$ cat config.mk
export PLATFORM = sky130hd
export DESIGN_NAME = multicycle_control_fsm
export DESIGN_NICKNAME = d
export VERILOG_FILES = /design/src/rtl/multicycle_control_fsm.sv
export SDC_FILE = /design/constraint.sdc
export NUM_CORES = 1
export LEC_CHECK = 0
export ABC_CLOCK_PERIOD_IN_PS = 2900
export BUFFER_PORTS_ARGS = -buffer_cell sky130_fd_sc_hd__clkbuf_2
export CAP_MARGIN = 20
export CORE_MARGIN = 2
export CORE_UTILIZATION = 55
export CTS_CLUSTER_SIZE = 30
export DETAILED_ROUTE_END_ITERATION = 16
export PLACE_DENSITY = 0.84
export SYNTH_ARGS = -nofsm -noshare
export SYNTH_HDL_FRONTEND = slang
export SYNTH_SLANG_ARGS = --single-unit
$ cat constraint.sdc
create_clock -name clk -period 2.9 [get_ports clk]
set_input_delay 0.29 -clock clk [delete_from_list [all_inputs] [get_ports clk]]
set_output_delay 0.29 -clock clk [all_outputs]
set_load 0.005 [all_outputs]
$ cat src/rtl/multicycle_control_fsm.sv
// -----------------------------------------------------------------------------
// multicycle_control_fsm
//
// Main controller for a multi-cycle MIPS datapath built around one shared ALU
// and one unified instruction/data memory. Outputs are decoded from the
// current state, plus the opcode where a state serves several instructions.
// Memory states stall on mem_ready. Retired instructions are counted.
//
// Ports
//   clk          system clock, rising edge
//   reset        asynchronous, active-low reset
//   opcode       IR[31:26]
//   funct        IR[5:0]
//   mem_ready    memory completes its access this cycle
//   PCWrite      unconditional PC load
//   PCWriteCond  conditional PC load on branch
//   BranchNE     1: take branch when ALU zero==0; 0: when zero==1
//   IorD         memory address select: 0 PC, 1 ALUOut
//   MemRead      memory read strobe
//   MemWrite     memory write strobe
//   IRWrite      instruction register load
//   MemtoReg     write-back data: 0 ALUOut, 1 MDR
//   PCSource     00 ALU result, 01 ALUOut, 10 jump target, 11 rs (JR)
//   ALUSrcA      0 PC, 1 register A
//   ALUSrcB      00 reg B, 01 const 4, 10 ext imm, 11 ext imm<<2
//   ALUOp        operation class for the ALU control decoder
//   RegWrite     register-file write
//   RegDst       00 rt, 01 rd, 10 $ra
//   WriteRA      write-data select PC (JAL link)
//   illegal_op   one-cycle pulse on an undecoded opcode
//   instr_count  retired instructions, wraps modulo 2^CNT_WIDTH
// -----------------------------------------------------------------------------
module multicycle_control_fsm #(
  parameter int CNT_WIDTH   = 32,
  parameter bit MEM_WAIT_EN = 1'b1
) (
  input  logic                 clk,
  input  logic                 reset,
  input  logic [5:0]           opcode,
  input  logic [5:0]           funct,
  input  logic                 mem_ready,
  output logic                 PCWrite,
  output logic                 PCWriteCond,
  output logic                 BranchNE,
  output logic                 IorD,
  output logic                 MemRead,
  output logic                 MemWrite,
  output logic                 IRWrite,
  output logic                 MemtoReg,
  output logic [1:0]           PCSource,
  output logic                 ALUSrcA,
  output logic [1:0]           ALUSrcB,
  output logic [3:0]           ALUOp,
  output logic                 RegWrite,
  output logic [1:0]           RegDst,
  output logic                 WriteRA,
  output logic                 illegal_op,
  output logic [CNT_WIDTH-1:0] instr_count
);

  typedef enum logic [3:0] {
    IDLE, FETCH, DECODE, R_EXEC, R_WB, I_EXEC, I_WB, MEM_ADDR,
    MEM_READ, MEM_WB, MEM_WRITE, BRANCH, JUMP, JAL, JR
  } state_t;

  localparam logic [5:0] OP_RTYPE = 6'b000000;
  localparam logic [5:0] OP_J     = 6'b000010;
  localparam logic [5:0] OP_JAL   = 6'b000011;
  localparam logic [5:0] OP_BEQ   = 6'b000100;
  localparam logic [5:0] OP_BNE   = 6'b000101;
  localparam logic [5:0] OP_ADDI  = 6'b001000;
  localparam logic [5:0] OP_ANDI  = 6'b001100;
  localparam logic [5:0] OP_ORI   = 6'b001101;
  localparam logic [5:0] OP_LUI   = 6'b001111;
  localparam logic [5:0] OP_LW    = 6'b100011;
  localparam logic [5:0] OP_SW    = 6'b101011;
  localparam logic [5:0] FN_JR    = 6'b001000;

  localparam logic [3:0] AOP_ADD  = 4'b0001;
  localparam logic [3:0] AOP_ORI  = 4'b0010;
  localparam logic [3:0] AOP_ANDI = 4'b0011;
  localparam logic [3:0] AOP_LUI  = 4'b0100;
  localparam logic [3:0] AOP_SW   = 4'b0101;
  localparam logic [3:0] AOP_LW   = 4'b0110;
  localparam logic [3:0] AOP_BEQ  = 4'b0111;
  localparam logic [3:0] AOP_BNE  = 4'b1000;
  localparam logic [3:0] AOP_R    = 4'b1111;

  localparam logic [CNT_WIDTH-1:0] CNT_ONE = {{(CNT_WIDTH-1){1'b0}}, 1'b1};

  state_t state, next_state;
  logic   retire;
  logic   ready;

  // With waiting disabled every memory access completes in a single cycle.
  assign ready = MEM_WAIT_EN ? mem_ready : 1'b1;

  // Outputs decode from the registered state, so reset clears them (and drops
  // an in-flight MemWrite) asynchronously without any extra logic.
  always_ff @(posedge clk or negedge reset) begin
    // NOTE: sequential state uses non-blocking assignments so every register
    // samples the pre-edge value of every other register.
    if (!reset) state <= IDLE;
    else        state <= next_state;
  end

  always_ff @(posedge clk or negedge reset) begin
    if (!reset)      instr_count <= '0;
    else if (retire) instr_count <= instr_count + CNT_ONE;
  end

  always_comb begin
    // NOTE: every signal gets a default before the case so no path can leave
    // one unassigned and infer a latch.
    next_state  = state;
    retire      = 1'b0;
    PCWrite     = 1'b0;
    PCWriteCond = 1'b0;
    BranchNE    = 1'b0;
    IorD        = 1'b0;
    MemRead     = 1'b0;
    MemWrite    = 1'b0;
    IRWrite     = 1'b0;
    MemtoReg    = 1'b0;
    PCSource    = 2'b00;
    ALUSrcA     = 1'b0;
    ALUSrcB     = 2'b00;
    ALUOp       = 4'b0000;
    RegWrite    = 1'b0;
    RegDst      = 2'b00;
    WriteRA     = 1'b0;
    illegal_op  = 1'b0;

    case (state)
      IDLE: next_state = FETCH;

      FETCH: begin
        MemRead = 1'b1;
        ALUSrcB = 2'b01;
        ALUOp   = AOP_ADD;
        if (ready) begin
          IRWrite    = 1'b1;
          PCWrite    = 1'b1;
          next_state = DECODE;
        end
      end

      DECODE: begin
        // Speculatively compute the branch target into ALUOut.
        ALUSrcB = 2'b11;
        ALUOp   = AOP_ADD;
        case (opcode)
          OP_RTYPE:                          next_state = (funct == FN_JR) ? JR : R_EXEC;
          OP_LW, OP_SW:                      next_state = MEM_ADDR;
          OP_ADDI, OP_ANDI, OP_ORI, OP_LUI:  next_state = I_EXEC;
          OP_BEQ, OP_BNE:                    next_state = BRANCH;
          OP_J:                              next_state = JUMP;
          OP_JAL:                            next_state = JAL;
          default: begin
            illegal_op = 1'b1;
            next_state = FETCH;
          end
        endcase
      end

      R_EXEC: begin
        ALUSrcA    = 1'b1;
        ALUOp      = AOP_R;
        next_state = R_WB;
      end

      R_WB: begin
        RegWrite   = 1'b1;
        RegDst     = 2'b01;
        retire     = 1'b1;
        next_state = FETCH;
      end

      I_EXEC: begin
        ALUSrcA = 1'b1;
        ALUSrcB = 2'b10;
        case (opcode)
          OP_ANDI: ALUOp = AOP_ANDI;
          OP_ORI:  ALUOp = AOP_ORI;
          OP_LUI:  ALUOp = AOP_LUI;
          default: ALUOp = AOP_ADD;
        endcase
        next_state = I_WB;
      end

      I_WB: begin
        RegWrite   = 1'b1;
        retire     = 1'b1;
        next_state = FETCH;
      end

      MEM_ADDR: begin
        ALUSrcA    = 1'b1;
        ALUSrcB    = 2'b10;
        ALUOp      = (opcode == OP_SW) ? AOP_SW : AOP_LW;
        next_state = (opcode == OP_SW) ? MEM_WRITE : MEM_READ;
      end

      MEM_READ: begin
        MemRead = 1'b1;
        IorD    = 1'b1;
        if (ready) next_state = MEM_WB;
      end

      MEM_WB: begin
        RegWrite   = 1'b1;
        MemtoReg   = 1'b1;
        retire     = 1'b1;
        next_state = FETCH;
      end

      MEM_WRITE: begin
        // Strobe stays high through stalls; memory commits on the ready cycle.
        MemWrite = 1'b1;
        IorD     = 1'b1;
        if (ready) begin
          retire     = 1'b1;
          next_state = FETCH;
        end
      end

      BRANCH: begin
        ALUSrcA     = 1'b1;
        ALUOp       = (opcode == OP_BNE) ? AOP_BNE : AOP_BEQ;
        PCWriteCond = 1'b1;
        PCSource    = 2'b01;
        BranchNE    = (opcode == OP_BNE);
        retire      = 1'b1;
        next_state  = FETCH;
      end

      JUMP: begin
        PCWrite    = 1'b1;
        PCSource   = 2'b10;
        retire     = 1'b1;
        next_state = FETCH;
      end

      JAL: begin
        // PC already holds PC+4 from FETCH, which is the link value.
        PCWrite    = 1'b1;
        PCSource   = 2'b10;
        RegWrite   = 1'b1;
        RegDst     = 2'b10;
        WriteRA    = 1'b1;
        retire     = 1'b1;
        next_state = FETCH;
      end

      JR: begin
        PCWrite    = 1'b1;
        PCSource   = 2'b11;
        retire     = 1'b1;
        next_state = FETCH;
      end

      default: next_state = IDLE;
    endcase
  end

endmodule

# ---- Word level (Yosys, flattened, before mapping)
# Cells that the tools add are included.
dict set report classes {
  add_sub_neg 1
  mul 0
  n_bitwise 0
  order_cmp 0
  n_eq_ne 28
  n_reduce_logical 17
  n_mux 29
  n_div 0
  shift 0
}
# cell count
set op_table {}
lappend op_table {{$add A32 B1 Y32 const B} 1}
lappend op_table {{$pmux W4 S8} 1}
lappend op_table {{$eq A6 B4 Y1 const B} 5}
lappend op_table {{$eq A4 B4 Y1 const B} 7}
lappend op_table {{$pmux W4 S6} 1}
lappend op_table {{$mux W4} 5}
lappend op_table {{$pmux W4 S5} 1}
lappend op_table {{$eq A4 B3 Y1 const B} 4}
lappend op_table {{$reduce_or A2 Y1} 7}
lappend op_table {{$mux W1} 13}
lappend op_table {{$eq A6 B2 Y1 const B} 2}
lappend op_table {{$eq A6 B3 Y1 const B} 2}
lappend op_table {{$eq A6 B6 Y1 const B} 2}
lappend op_table {{$pmux W2 S3} 2}
lappend op_table {{$reduce_or A4 Y1} 3}
lappend op_table {{$reduce_or A11 Y1} 1}
lappend op_table {{$pmux W3 S3} 1}
lappend op_table {{$eq A4 B2 Y1 const B} 2}
lappend op_table {{$reduce_or A8 Y1} 1}
lappend op_table {{$reduce_or A7 Y1} 1}
lappend op_table {{$logic_not A6 Y1} 1}
lappend op_table {{$ne A2 B2 Y1 const B} 3}
lappend op_table {{$eq A4 B1 Y1 const B} 1}
lappend op_table {{$logic_not A4 Y1} 1}
lappend op_table {{5 further kinds} 7}
dict set report totals {
  latchBits 0
  memories 0
  reg_bits 36
  romBits 0
  ramBits 0
  word_cells 77
  in_bits 15
}

# ---- Longest topological paths before layout
# Gate-level depths: netlist of run 1.
dict set report depth {
  ltp_word 4
  mapped_depth 7
  mapped_depth_nobuf 5
}

# ---- Worst setup path before layout of run 1
# Ideal clock, no wire load.
dict set report synth_path {
  path_kind {register -> register}
  startpoint {reg instr_count[12]}
  endpoint {reg instr_count[29]}
  setup_time_ns 0.079
  synth_period_minus_slack_ns 1.785
  slack_ns 1.115
  required_ns 2.821
  n_path_buf 2
  stages_incl_launch_ff 8
  arrival_ns 1.706
  cell_sequence {dfrtp_1 -> nand3_1 -> or3_1 -> buf_6 -> or2_1 -> buf_6 -> nor3b_2 -> xor2_1}
}
dict set report synth_between {
  elab_chain_cells 1
}
# item line_no
set synth_lines {}
lappend synth_lines {{start: declaration} 58} ;# output logic [CNT_WIDTH-1:0] instr_count
lappend synth_lines {{start signal: assignment} 109} ;# else if (retire) instr_count <= instr_count + CNT_ONE;
lappend synth_lines {{$add A32 B1 Y32} 109}
# Every way passes these cells.
# A chain may end at the register's enable or synchronous reset.

# ---- Worst setup path after layout of run 1
dict set report layout_path {
  startpoint {reg state[0]}
  endpoint {out PCWrite}
}
dict set report layout_between {
  elab_chain_cells 3
}
# item line_no
set layout_lines {}
lappend layout_lines {{start: declaration} 91} ;# state_t state, next_state;
lappend layout_lines {{start signal: assignment} 104} ;# else state <= next_state;
lappend layout_lines {{$eq A4 B4 Y1} 134} ;# case (state)
lappend layout_lines {{$reduce_or A3 Y1 (no source line)} n/a}
lappend layout_lines {{$pmux W1 S2 *} 134}
lappend layout_lines {{end: declaration} 42} ;# output logic PCWrite,
# Mark *: on every way between the ends. The rest lies on a longest branch, timed or not.

==> flow_summary.json, run 1 <==
{
  "dp_hpwl_um": 3586,
  "p_leak_nw": 1.301,
  "cts_buffers": 5,
  "fin_nets": 322,
  "hp-class": "input port to async pin",
  "internal_power_uw": 995.7,
  "period_needed_ns": 2.349,
  "post_cts.resized_instances": 0,
  "synth_edf_count": 0,
  "synthDistinctLibCells": 48,
  "cts_setup_buffers": 0,
  "core_area_um2": 3943,
  "setup_viol": 0,
  "drt_pass1_iterations": 4,
  "synth.area.top_cells": "dfrtp_1, xor2_1, xnor2_1, nor2_1, nand2_1",
  "required_ns": 2.61,
  "clockPowerShare_pct": 23.1,
  "synth_xor_area_share_pct": 12.64,
  "synth-seq-cells": 36,
  "powerDensity_nw_per_um2": 610.3,
  "clockBufferDepth": 2,
  "wl_um": 4865,
  "start_kind": "flop",
  "setup_tns_ns": 0,
  "num_rows": 23,
  "hold_violations": 0,
  "worst_skew_pair.late_latency_ns": 0.29,
  "skew_ns": 0.01261,
  "synthMuxAreaShare_pct": 0.5079,
  "syn_avg_cell_area_um2": 9.124,
  "sequentialPowerShare_pct": 43.6,
  "gp_congestion": 0.8709,
  "synth-simple-area-share_pct": 29.57,
  "ys_dominant_reg_cell": "dfrtp_1",
  "cts_num_sinks": 36,
  "rr_worst_depth": 5,
  "initial_core_util_pct": 56.24,
  "worstPathMaxFanout": 18,
  "yosys_warnings": 0,
  "ios": 69,
  "swShare_pct": 38.38,
  "cts_tree": "yes",
  "grt_setup_unrepaired": "no",
  "crit_arrival_ns": 2.06,
  "grt_pass1_vias": 1784,
  "hold_buffers": 0,
  "overflow": 0,
  "ant_nets": 0,
  "max_slew.worst_pin.slew_ns": 0.8730,
  "synth_fp_nets": 259,
  "synth_compound_area_share_pct": 11.57,
  "route.detailed.drc": 0,
  "reg2reg_to": "instr_count[24]$_DFFE_PN0P_",
  "status": "finished, final reports clean",
  "port_buffers": 68,
  "drt_iter0_drc": 123,
  "synth_top_family_by_area": "simple AND/OR/NAND/NOR gates",
  "ys_async_sr_fraction_pct": 100.0,
  "final.fill_count": 344,
  "dieArea_um2": 4555,
  "slew_headroom_pct": 41.80,
  "stdcell_count": 357,
  "routedWlPerCell_um": 13.63,
  "vias_per_cell": 5.588,
  "netlist_instances": 243,
  "crit_path_end_kind": "output pin",
  "htree_num_levels": 2,
  "r2r_start": "state[3]$_DFFE_PN0P_",
  "synthAdderAreaFrac_pct": 0.5643,
  "drive_above_1_share_pct": 28.34,
  "r2r_slack_ns": 0.72,
  "power_switching_uw": 620.2,
  "antenna_found_initial": 0,
  "grt_pass1_wl_um": 8066,
  "slew_viol_final": 0,
  "track_usage_pct": 23.26,
  "die_h_um": 67.49,
  "synth_area_um2": 2217,
  "vias": 1995,
  "drv_cap": 0,
  "power_frac_comb_pct": 33.3,
  "yosys.area.top_type": "dfrtp_1",
  "vdd_drop_max_v": 0.0005904,
  "fmax_mhz": 425.7,
  "grt_max_degree": 37,
  "dpl.cell_count": 349,
  "period_share_pct": 81.01,
  "root_buffer": "clkbuf_8",
  "dieWidth_um": 67.49,
  "clk_pin_slew_ns": 0.08,
  "worstSetupPathType": "flop to output pin",
  "area_growth_pct": 19.41,
  "ys_seq_area_share_pct": 40.63,
  "diodes": 0,
  "fin_hold_ws_ns": 0.1021,
  "synth.top_cell.area_share_pct": 40.63
}
## layer usage
metal  track usage, %  vias up  wire length [µm]
met1            31.43      953              2184
met4            6.888        0                63
met5                0        -                 0
met3            5.500        5               301
met2            37.01       68              2315
li1                 -      969                 -
## area by class of cell
class | count | area, µm² | share of cell area [%]
sequential | 36 | 900.9 | 34.03
inverter | 9 | 33.78 | 1.276
multi-input combinational | 186 | 1216 | 45.94
clock inverter | 1 | 7.507 | 0.2836
timing repair buffer | 68 | 340.3 | 12.85
clock buffer | 7 | 86.33 | 3.261
tap | 50 | 62.56 | 2.363
## layout by cell type (no fill, tap or decap), types with 2 or more instances in the layout
master    count
o32a_1        2
nand4_4       2
a21oi_1      12
nor3b_1       2
a211oi_1      2
nand3_1      13
nor2_1       27
inv_1         9
nand4_1       2
and3_1        5
and2_1        3
o22ai_1       2
nand2b_1      6
o211ai_1      3
or3_1         4
nor3_2        4
nor3b_2       2
o21ai_0       6
nand2_1      22
nor2b_1       2
clkbuf_8      6
clkbuf_2     68
xnor2_1      12
dfrtp_1      36
nor3_1       10
nor4_1        4
or4b_1        2
xor2_1       20
## power by group through the flow
stage | clock network [mW] | registers, mW | logic, mW
2_1_floorplan | 0 | 0.622 | 0.423
3_3_place_gp | 0 | 0.707 | 0.530
3_5_place_dp | 0 | 0.713 | 0.537
4_1_cts | 0.381 | 0.702 | 0.541
5_1_grt | 0.397 | 0.726 | 0.606
6_report | 0.373 | 0.705 | 0.538
## cell families after synthesis
kind of cell,Yosys count
buffers and inverters,21
multiplexers,1
flip-flops,36
adder cells (fa/ha/maj),1
XOR/XNOR,32
AND/OR/NAND/NOR,116
AO/OA/AOI/OAI,36
## sequential cells by signal, summed over array words and instances (netlist names)
register	flops
instr_count	32
state	4
## how the worst max path moves through the flow
stage	cells after the start	slack (ns)	endpoint	startpoint
after floorplan	7	1.12	instr_count[29]$_DFFE_PN0P_	instr_count[12]$_DFFE_PN0P_
after CTS	4	0.58	PCWrite	state[0]$_DFFE_PN0P_
after global placement	5	0.86	instr_count[28]$_DFFE_PN0P_	state[3]$_DFFE_PN0P_
after detailed placement	5	0.75	instr_count[24]$_DFFE_PN0P_	state[3]$_DFFE_PN0P_
final	4	0.55	PCWrite	state[0]$_DFFE_PN0P_
after global routing	4	0.45	PCWrite	state[0]$_DFFE_PN0P_
## synth_stat cells, drive strengths merged (5+ instances only)
master  count
nand2      22
nor2       27
inv         9
dfrtp      36
clkbuf      6
nor4        5
nand3      13
nor3       14
buf         6
xor2       20
a21oi      12
xnor2      12
nand2b      6
and3        5
o21ai       6
## through the flow
step	area [µm²]	utilization (%)	setup WS, ns	power, mW
CTS	2648	67.15	0.5796	1.623
detailed placement	2554	64.77	0.7486	1.250
global route	2648	67.15	0.4471	1.729
floorplan	2217	-	1.115	1.045
global placement	2554	64.77	0.8615	1.237
finish	2648	67.15	0.5508	1.616
## worst max-delay path: stages (launching register included)
cell and delay [ns]:
dfrtp_1 0.68, nand2b_1 0.31, nor4b_1 0.49, or2_2 0.19, clkbuf_2 0.10
Power figures use the tool's default switching activity.
==> inputs of run 2 (changes only) <==
--- a/config.mk
+++ b/config.mk
@@ -5,14 +5,15 @@
 export SDC_FILE = /design/constraint.sdc
 export NUM_CORES = 1
 export LEC_CHECK = 0
-export ABC_CLOCK_PERIOD_IN_PS = 2900
+export ABC_AREA = 1
+export ABC_CLOCK_PERIOD_IN_PS = 2400
 export BUFFER_PORTS_ARGS = -buffer_cell sky130_fd_sc_hd__clkbuf_2
 export CAP_MARGIN = 20
 export CORE_MARGIN = 2
-export CORE_UTILIZATION = 55
+export CORE_UTILIZATION = 54
 export CTS_CLUSTER_SIZE = 30
 export DETAILED_ROUTE_END_ITERATION = 16
-export PLACE_DENSITY = 0.84
+export PLACE_DENSITY = 0.8
 export SYNTH_ARGS = -nofsm -noshare
 export SYNTH_HDL_FRONTEND = slang
 export SYNTH_SLANG_ARGS = --single-unit
==> constraint.sdc (replaced) <==
create_clock -name clk -period 2.4 [get_ports clk]
set_input_delay 0.24 -clock clk [delete_from_list [all_inputs] [get_ports clk]]
set_output_delay 0.24 -clock clk [all_outputs]
set_load 0.005 [all_outputs]
==> run 2 against run 1 <==
  * Flip-flop and latch count unchanged
  * Final cell count up 69%
  * Via count up 51%
  * Power up 43%
  * Core utilization down 2.6 points
  * Register-to-register slack worse by 0.08 ns
  * Critical path type unchanged
  * Area after synthesis up 25%
  * Worst setup slack worse by 0.22 ns
==> flow_summary.json, run 2 <==
{
  "p_total_mw": 2.313,
  "die_h_um": 75.59,
  "dieArea_um2": 5714,
  "drive_above_1_share_pct": 16.10,
  "clockPowerShare_pct": 20.2,
  "period_share_pct": 86.05,
  "ys_seq_area_share_pct": 32.55,
  "fin_hold_ws_ns": 0.05594,
  "power_frac_comb_pct": 45.6,
  "grt_setup_unrepaired": "no",
  "vias": 3009,
  "critPathLaunch": "state[3]$_DFFE_PN0P_",
  "seq_area_um2": 900.9,
  "worstSetupPathType": "flop to output pin",
  "antenna_found_initial": 0,
  "stdcell_count": 604,
  "yosys_warnings": 0,
  "clk_pin_slew_ns": 0.08,
  "grt_max_degree": 39,
  "routedWlPerCell_um": 11.69,
  "drv_cap": 0,
  "clockBufferDepth": 2,
  "sequentialPowerShare_pct": 34.2,
  "diodes": 0,
  "max_slew.worst_pin.slew_ns": 0.8842,
  "port_buffers": 68,
  "core_area_um2": 5010,
  "synth.top_cell.area_share_pct": 32.55,
  "netlist_instances": 465,
  "cts_tree": "yes",
  "ant_nets": 0,
  "powerDensity_nw_per_um2": 715.6,
  "utilization_pct": 64.51,
  "swShare_pct": 45.80,
  "syn_avg_cell_area_um2": 5.952,
  "largest_register_ffs": 32,
  "synth_fp_nets": 481,
  "reg_top3": "instr_count x32, state x4",
  "hold_buffers": 0,
  "layout_commonest_cell": "nand2_1",
  "setup_tns_ns": 0,
  "cts_num_sinks": 36,
  "p_leak_nw": 1.787,
  "synth_edf_count": 0,
  "cts_buffers": 5,
  "cts_setup_buffers": 0,
  "fmax_mhz": 484.2,
  "required_ns": 2.16,
  "dp_hpwl_um": 5538,
  "initial_core_util_pct": 55.24,
  "crit_path_end_kind": "output pin",
  "skew_ns": 0.008204,
  "drt_pass1_iterations": 5,
  "ios": 69,
  "worst_skew_pair.late_latency_ns": 0.30,
  "hold_violations": 0,
  "start_kind": "flop",
  "htree_num_levels": 2,
  "r2r_start": "state[3]$_DFFE_PN0P_",
  "route.detailed.drc": 0,
  "wl_um": 7059,
  "grt_pass1_vias": 2570,
  "ys_async_sr_fraction_pct": 100.0,
  "drt_iter0_drc": 236,
  "setup_viol": 0,
  "yosys.area.top_type": "dfrtp_1",
  "gp_congestion": 0.8970,
  "ys_dominant_reg_cell": "dfrtp_1",
  "dieWidth_um": 75.59,
  "synthDistinctLibCells": 26,
  "power_switching_mw": 1.059,
  "final.fill_count": 509,
  "layout_common_cells": "nand2_1, nor2_1, clkbuf_2",
  "vdd_drop_max_v": 0.001209,
  "synth.area.top_cells": "dfrtp_1, nand2_1, nor2_1, inv_1, nand3b_1",
  "status": "finished, final reports clean",
  "synth_area_um2": 2768,
  "fin_nets": 549,
  "multi_input_area_um2": 1637,
  "track_usage_pct": 26.13,
  "synth_common_cells": "nand2_1, nor2_1, inv_1",
  "vias_per_cell": 4.982,
  "largest-register": "instr_count",
  "dpl.cell_count": 596,
  "grt_pass1_wl_um": 11540,
  "internal_power_mw": 1.254,
  "area_growth_pct": 16.77,
  "synth_most_common_cell": "nand2_1",
  "worstPathMaxFanout": 8,
  "period_needed_ns": 2.065,
  "overflow": 0,
  "synth-seq-cells": 36,
  "root_buffer": "clkbuf_8",
  "crit_arrival_ns": 1.83,
  "post_cts.resized_instances": 0,
  "num_rows": 26,
  "slew_viol_final": 0,
  "slew_headroom_pct": 41.05,
  "hp-class": "input port to async pin"
}
run 2: cell types whose count changed after synthesis, sizes merged, moves of 5 or more:
cell,previous run,this run
and3,5,0
nand3b,0,14
clkbuf,6,0
o21ai,6,14
xor2,20,11
inv,9,43
nand2b,6,0
nor2,27,94
nor3,14,1
xnor2,12,1
a21oi,12,1
nand2,22,217
run 2: worst paths after layout:
kind / end / slack [ns] / cells after the start
setup / recovery: illegal_op / 0.33 / 6
max in group asynchronous: state[0]$_DFFE_PN0P_ / 1.80 / 1
min in group clk: state[1]$_DFFE_PN0P_ / 0.28 / 4
hold reg to reg: instr_count[1]$_DFFE_PN0P_ / 0.53 / 2
hold / removal: instr_count[7]$_DFFE_PN0P_ / 0.06 / 1
setup reg to reg: instr_count[2]$_DFFE_PN0P_ / 0.64 / 8
run 2: area by class of cell:
type                    count  share of cell area [%]
multi-input cells         378                   50.64
flip-flops and latches     36                   27.87
repair buffers             69                   10.76
inverters                  43                   4.994
well taps                  70                   2.710
clock buffers               6                   2.555
clock inverters             2                  0.4646
run 2: cell families (layout without fill, tap and decap cells):
group / count (synthesis) / in the layout / share of synthesized area [%]
adder cells (fa/ha/maj): 1 / 1 / 0.4520
AO/OA/AOI/OAI: 19 / 19 / 3.753
flip-flops: 36 / 36 / 32.55
XOR/XNOR: 12 / 12 / 3.797
buffers and inverters: 51 / 120 / 8.318
AND/OR/NAND/NOR: 346 / 346 / 51.13
run 2: stage by stage:
| stage | instance area [µm²] | worst slack (ns) |
|---|---|---|
| 2_1_floorplan | 2768 | 0.9089 |
| 3_3_place_gp | 3134 | 0.6908 |
| 3_5_place_dp | 3134 | 0.6752 |
| 4_1_cts | 3232 | 0.3441 |
| 5_1_grt | 3232 | 0.1654 |
| 6_report | 3232 | 0.3347 |
run 2: worst max-delay path: stages (launching register included):
cell and delay, ns:
dfrtp_1 0.51, nor2_4 0.17, inv_1 0.08, nor2_1 0.22, inv_1 0.11, nor4_1 0.29
clkbuf_2 0.16
run 2: layer usage:
| metal | routed length (µm) | GRT usage (%) | vias up |
|---|---|---|---|
| met2 | 3202 | 41.93 | 105 |
| met4 | 87 | 6.043 | 0 |
| met1 | 3346 | 37.42 | 1340 |
| met3 | 423 | 3.704 | 9 |
| met5 | 0 | 0 | - |
| li1 | - | - | 1555 |
run 2: power groups by stage:
stage	Sequential, mW	Combinational (mW)	Clock (mW)
CTS	0.787	1.06	0.473
global placement	0.797	1.04	0
global route	0.801	1.21	0.506
floorplan	0.770	0.803	0
finish	0.790	1.05	0.468
detailed placement	0.798	1.06	0
